`src/rtl/uncrop_pad_if.sv`:
```
// Pixel stream pair for uncrop_pad: cropped input stream in, padded output stream out.
// slave is the block's view; master is the driver/sink side.
interface uncrop_pad_if #(
    parameter int PIXEL_BIT_WIDTH = 12
);
    logic [PIXEL_BIT_WIDTH-1:0] pixel_in;
    logic                       in_valid;
    logic                       in_ready;
    logic [PIXEL_BIT_WIDTH-1:0] pixel_out;
    logic                       out_valid;
    logic                       out_ready;
    logic                       out_last;

    modport slave (
        input  pixel_in, in_valid, out_ready,
        output in_ready, pixel_out, out_valid, out_last
    );

    modport master (
        output pixel_in, in_valid, out_ready,
        input  in_ready, pixel_out, out_valid, out_last
    );
endinterface

```
`src/rtl/uncrop_pad.sv`:
```
// Embeds an IN_ROWS x IN_COLS raster into an OUT_ROWS x OUT_COLS frame at (Y_1, X_1), padding elsewhere.
// One register stage (input to output next cycle); input only stalls output at window positions.
module uncrop_pad #(
    parameter int PIXEL_BIT_WIDTH = 12,
    parameter int IN_ROWS         = 20,
    parameter int IN_COLS         = 20,
    parameter int OUT_ROWS        = 40,
    parameter int OUT_COLS        = 40,
    parameter int Y_1             = 10,
    parameter int X_1             = 10,
    parameter logic [PIXEL_BIT_WIDTH-1:0] PAD_VALUE = '0
) (
    input  logic         clk,
    input  logic         reset,
    uncrop_pad_if.slave  io
);
    // One spare bit so the exclusive window end (Y_1+IN_ROWS <= OUT_ROWS) is representable.
    localparam int RW = $clog2(OUT_ROWS + 1);
    localparam int CW = $clog2(OUT_COLS + 1);

    localparam logic [RW-1:0] ROW_LO  = RW'(Y_1);
    localparam logic [RW-1:0] ROW_N   = RW'(IN_ROWS);
    localparam logic [RW-1:0] ROW_MAX = RW'(OUT_ROWS - 1);
    localparam logic [CW-1:0] COL_LO  = CW'(X_1);
    localparam logic [CW-1:0] COL_N   = CW'(IN_COLS);
    localparam logic [CW-1:0] COL_MAX = CW'(OUT_COLS - 1);

    generate
        if (Y_1 + IN_ROWS > OUT_ROWS || X_1 + IN_COLS > OUT_COLS) begin : g_bad_geometry
            $error("uncrop_pad: input window does not fit inside the output frame");
        end
    endgenerate

    logic [RW-1:0] r;
    logic [CW-1:0] c;
    logic          pass;
    logic          can_adv;
    logic          load;
    logic          at_end;

    // Offset subtraction wraps below the window start to a value >= the window size.
    assign pass    = ((r - ROW_LO) < ROW_N) && ((c - COL_LO) < COL_N);
    assign can_adv = !io.out_valid || io.out_ready;
    assign load    = can_adv && (!pass || io.in_valid);
    assign at_end  = (r == ROW_MAX) && (c == COL_MAX);

    assign io.in_ready = pass && can_adv && !reset;

    always_ff @(posedge clk) begin
        if (reset) begin
            r            <= '0;
            c            <= '0;
            io.pixel_out <= '0;
            io.out_valid <= 1'b0;
            io.out_last  <= 1'b0;
        end else if (load) begin
            io.pixel_out <= pass ? io.pixel_in : PAD_VALUE;
            io.out_valid <= 1'b1;
            io.out_last  <= at_end;
            if (c == COL_MAX) begin
                c <= '0;
                r <= (r == ROW_MAX) ? '0 : r + 1'b1;
            end else begin
                c <= c + 1'b1;
            end
        end else if (io.out_ready) begin
            io.out_valid <= 1'b0;
        end
    end
endmodule

```
`src/flat_wrapper.sv`:
```
// flat-port wrapper written by rule: the top's interface ports become plain ports
module uncrop_pad_flat 
#(
    parameter int PIXEL_BIT_WIDTH = 12,
    parameter int IN_ROWS         = 20,
    parameter int IN_COLS         = 20,
    parameter int OUT_ROWS        = 40,
    parameter int OUT_COLS        = 40,
    parameter int Y_1             = 10,
    parameter int X_1             = 10,
    parameter logic [PIXEL_BIT_WIDTH-1:0] PAD_VALUE = '0
)
  (clk, reset, io_pixel_in, io_in_valid, io_out_ready, io_in_ready, io_pixel_out, io_out_valid, io_out_last);
  uncrop_pad_if #(.PIXEL_BIT_WIDTH(PIXEL_BIT_WIDTH)) io_i ();
  input  logic clk;
  input  logic reset;
  input wire logic [$bits(io_i.pixel_in)-1:0] io_pixel_in;
  input wire logic [$bits(io_i.in_valid)-1:0] io_in_valid;
  input wire logic [$bits(io_i.out_ready)-1:0] io_out_ready;
  output wire logic [$bits(io_i.in_ready)-1:0] io_in_ready;
  output wire logic [$bits(io_i.pixel_out)-1:0] io_pixel_out;
  output wire logic [$bits(io_i.out_valid)-1:0] io_out_valid;
  output wire logic [$bits(io_i.out_last)-1:0] io_out_last;
  assign io_i.pixel_in = io_pixel_in;
  assign io_i.in_valid = io_in_valid;
  assign io_i.out_ready = io_out_ready;
  assign io_in_ready = io_i.in_ready;
  assign io_pixel_out = io_i.pixel_out;
  assign io_out_valid = io_i.out_valid;
  assign io_out_last = io_i.out_last;
  uncrop_pad #(.PIXEL_BIT_WIDTH(PIXEL_BIT_WIDTH), .IN_ROWS(IN_ROWS), .IN_COLS(IN_COLS), .OUT_ROWS(OUT_ROWS), .OUT_COLS(OUT_COLS), .Y_1(Y_1), .X_1(X_1), .PAD_VALUE(PAD_VALUE)) u_core (.clk(clk), .reset(reset), .io(io_i));
endmodule
```
`config.mk`:
```
export PLATFORM = sky130hd
export DESIGN_NAME = uncrop_pad_flat
export DESIGN_NICKNAME = d
export VERILOG_FILES = /design/src/rtl/uncrop_pad_if.sv /design/src/rtl/uncrop_pad.sv /design/src/flat_wrapper.sv
export SDC_FILE = /design/constraint.sdc
export NUM_CORES = 1
export LEC_CHECK = 0
export ABC_AREA = 1
export BUFFER_PORTS_ARGS = -buffer_cell sky130_fd_sc_hd__buf_2
export CAP_MARGIN = 40
export CORE_ASPECT_RATIO = 1.4
export CORE_MARGIN = 10
export CORE_UTILIZATION = 35
export CTS_CLUSTER_SIZE = 14
export DETAILED_ROUTE_END_ITERATION = 6
export PLACE_DENSITY = 0.52
export SYNTH_ARGS = -nofsm -noshare
export SYNTH_HDL_FRONTEND = slang
export SYNTH_SLANG_ARGS = --single-unit
```
`constraint.sdc`:
```
create_clock -name clk -period 3.05 [get_ports clk]
set_input_delay 0.1525 -clock clk [delete_from_list [all_inputs] [get_ports clk]]
set_output_delay 0.1525 -clock clk [all_outputs]
set_load 0.01 [all_outputs]
```
==> results.ini <==
[cts]
clk-insertion-delay-late_ns=0.27
cts_inserted_buffers=3
cts-resized-gates=0
ctsHoldBuffers=0
clk_pin_slew_ns=0.09
htreeDepth=1
tritoncts=yes
post_cts_buffers=0
clockBufferDepth=2
cts.sinks=26
clock-root-buffer=clkbuf_8

[timing]
drv_slew=0
rsz0062_at_grt=false
setup_tns_ns=0
worst_slack_ns=0.7112
skew_ns=0.009075
hold_violations=0
finalCritPeriodShare_pct=76.68
max_freq_mhz=427.6
setup_viol_count_final=0
min_period_ns=2.339
relSlewSlack_pct=61.85
worstMarginPinSlew_ns=0.5722

[flow_run]
maxCapViolations=0

[logic_synthesis]
synth_top_area_cell=dfxtp_1
synth_top_area_share_pct=33.71
synth_edf_count=0
netlist_instances=202
yosysSeqAreaShare_pct=33.71
synthArstFlopShare_pct=0
syn-cell-area_um2=1544
ys_ff_latch=26
syn_nets=224
synthTopCellsByArea=dfxtp_1, nand2_1, nand3_1, a21oi_2, ha_1
syn_avg_cell_area_um2=7.643
synthTopCellsByCount=nand2_1, dfxtp_1, nand3_1, inv_1, a21oi_2
synth-main-ff-cell=dfxtp_1
synth.distinct_cells=23
yosys_warnings=0
synth.most_common_cell=nand2_1

[routing]
antenna_left=0
num_vias=1351
drt_iter0_markers=40
firstDrtPassIters=4
routed_wirelength_mm=3.505
wl_per_cell_um=12.30
drc=0
vias_per_cell=4.740

[global_routing]
grt_overflow=0
antenna_found_initial=0
grt_pass1_wl_mm=6.085
grt_usage_pct=9.331
grt_pass1_vias=1384
grt_max_degree=25

[setup_path]
cp.arrival_ns=2.48
startpoint_type=flip-flop
cp-end-kind=flip-flop
r2r-end=u_core.c[5]$_SDFFE_PP0P_
critical_path_required_ns=3.19
crit_start=u_core.c[2]$_SDFFE_PP0P_
reg2reg_from=u_core.c[2]$_SDFFE_PP0P_
r2r_slack_ns=0.71
cp_max_fo=21
reg2reg_depth=12
critPathKind=reg2reg

[power]
powerDensity_nw_per_um2=346.6
p_total_w=0.0005985
p_leak_nw=0.7719
vdd_drop_max_uv=189.4

[final_layout]
n_antenna_cell=0
nets=249
num-fill-cells=432
area_growth_pct=11.83
fin_area_um2=1727
drive_above_1_share_pct=31.56

[placed_design]
place_area_um2=1685
dp_hpwl_mm=2.683
gp_congestion=0.7665
numPortBuffers=30
place_ws_ns=0.6974

[outcome]
status=complete, no violations

[floorplanning]
die_h_um=98.59
initial_utilization_pct=36.42
die_x_um=76.14
io_pins=31
rows=28
fp.coreArea_um2=4239
dieArea_um2=7506

[worst_hold_path]
hold_depth=3
min_from=io_pixel_in[11]
hp-class=in2reg
hold_path_end=u_core.io.pixel_out[11]$_SDFFE_PP0P_

[layout make-up]
class	count	area, µm²	area share, %
Tap cell	60	75.07	4.348
Inverter	20	75.07	4.348
Multi-Input combinational cell	146	864.6	50.07
Clock buffer	3	41.29	2.391
Sequential cell	26	520.5	30.14
Timing Repair Buffer	30	150.1	8.696
[power breakdown]
part	switching, W	internal, W	leakage [nW]
Combinational	0.0000378	0.0000197	0.540
Sequential	0.00000579	0.000344	0.210
Clock	0.000103	0.0000885	0.0216
[state kept, by name, indices dropped and copies added (netlist names)]
register and count:
u_core.io.pixel_out 12, u_core.io.out_valid 1, u_core.io.out_last 1, u_core.r 6, u_core.c 6
[how the worst max path moves through the flow]
stage | cells after the start | slack, ns | to
global route | 12 | 0.42 | u_core.c[5]$_SDFFE_PP0P_
CTS | 12 | 0.67 | u_core.c[5]$_SDFFE_PP0P_
finish | 12 | 0.71 | u_core.c[5]$_SDFFE_PP0P_
global placement | 12 | 0.75 | u_core.c[5]$_SDFFE_PP0P_
detailed placement | 12 | 0.70 | u_core.c[5]$_SDFFE_PP0P_
floorplan | 12 | 1.44 | u_core.io.pixel_out[10]$_SDFFE_PP0P_
[metal layers]
| metal | up-vias | GRT usage (%) | part of all wire [%] |
|---|---|---|---|
| li1 | 705 | - | - |
| met1 | 609 | 10.01 | 45 |
| met2 | 32 | 17.19 | 49 |
| met3 | 5 | 2.818 | 5.2 |
| met4 | 0 | 2.582 | 1.2 |
| met5 | - | 0 | 0 |
[kinds of logic after synthesis]
group	after synthesis	share of synthesized area, %
AOI/OAI and AO/OA	26	11.59
xor gates and xnor gates	6	3.404
adders and majority gates	6	4.862
buffers and inverters	30	10.29
DFF	26	33.71
and+or+nand+nor	108	36.14
[cells in the final DEF, fill, tap and decap left out, drive strengths merged]
cell / instances
nor3: 3
a21oi: 25
dfxtp: 26
inv: 20
o21ai: 1
buf: 30
or2: 1
clkbuf: 3
ha: 6
nand4: 10
nand3: 26
xor2: 6
nor2: 9
nand2: 59
[metrics by stage]
| stage | hold WS, ns | cells | utilization, % |
|---|---|---|---|
| detailed placement | 0.4315 | 282 | 39.76 |
| CTS | 0.1347 | 285 | 40.73 |
| global placement | 0.4331 | 282 | 39.76 |
| floorplan | 0.2149 | 202 | - |
| global route | 0.1332 | 285 | 40.73 |
| finish | 0.1357 | 285 | 40.73 |
[critical path, stage by stage (launching register included)]
cell,delay [ns]
dfxtp_1,0.43
inv_1,0.09
ha_1,0.19
inv_1,0.09
nand2_4,0.05
nand3_1,0.09
nand2_2,0.07
nor2_4,0.12
nand4_2,0.28
nand2_2,0.51
inv_1,0.14
nand2_1,0.10
a21oi_2,0.05
Power figures use the tool's default switching activity.
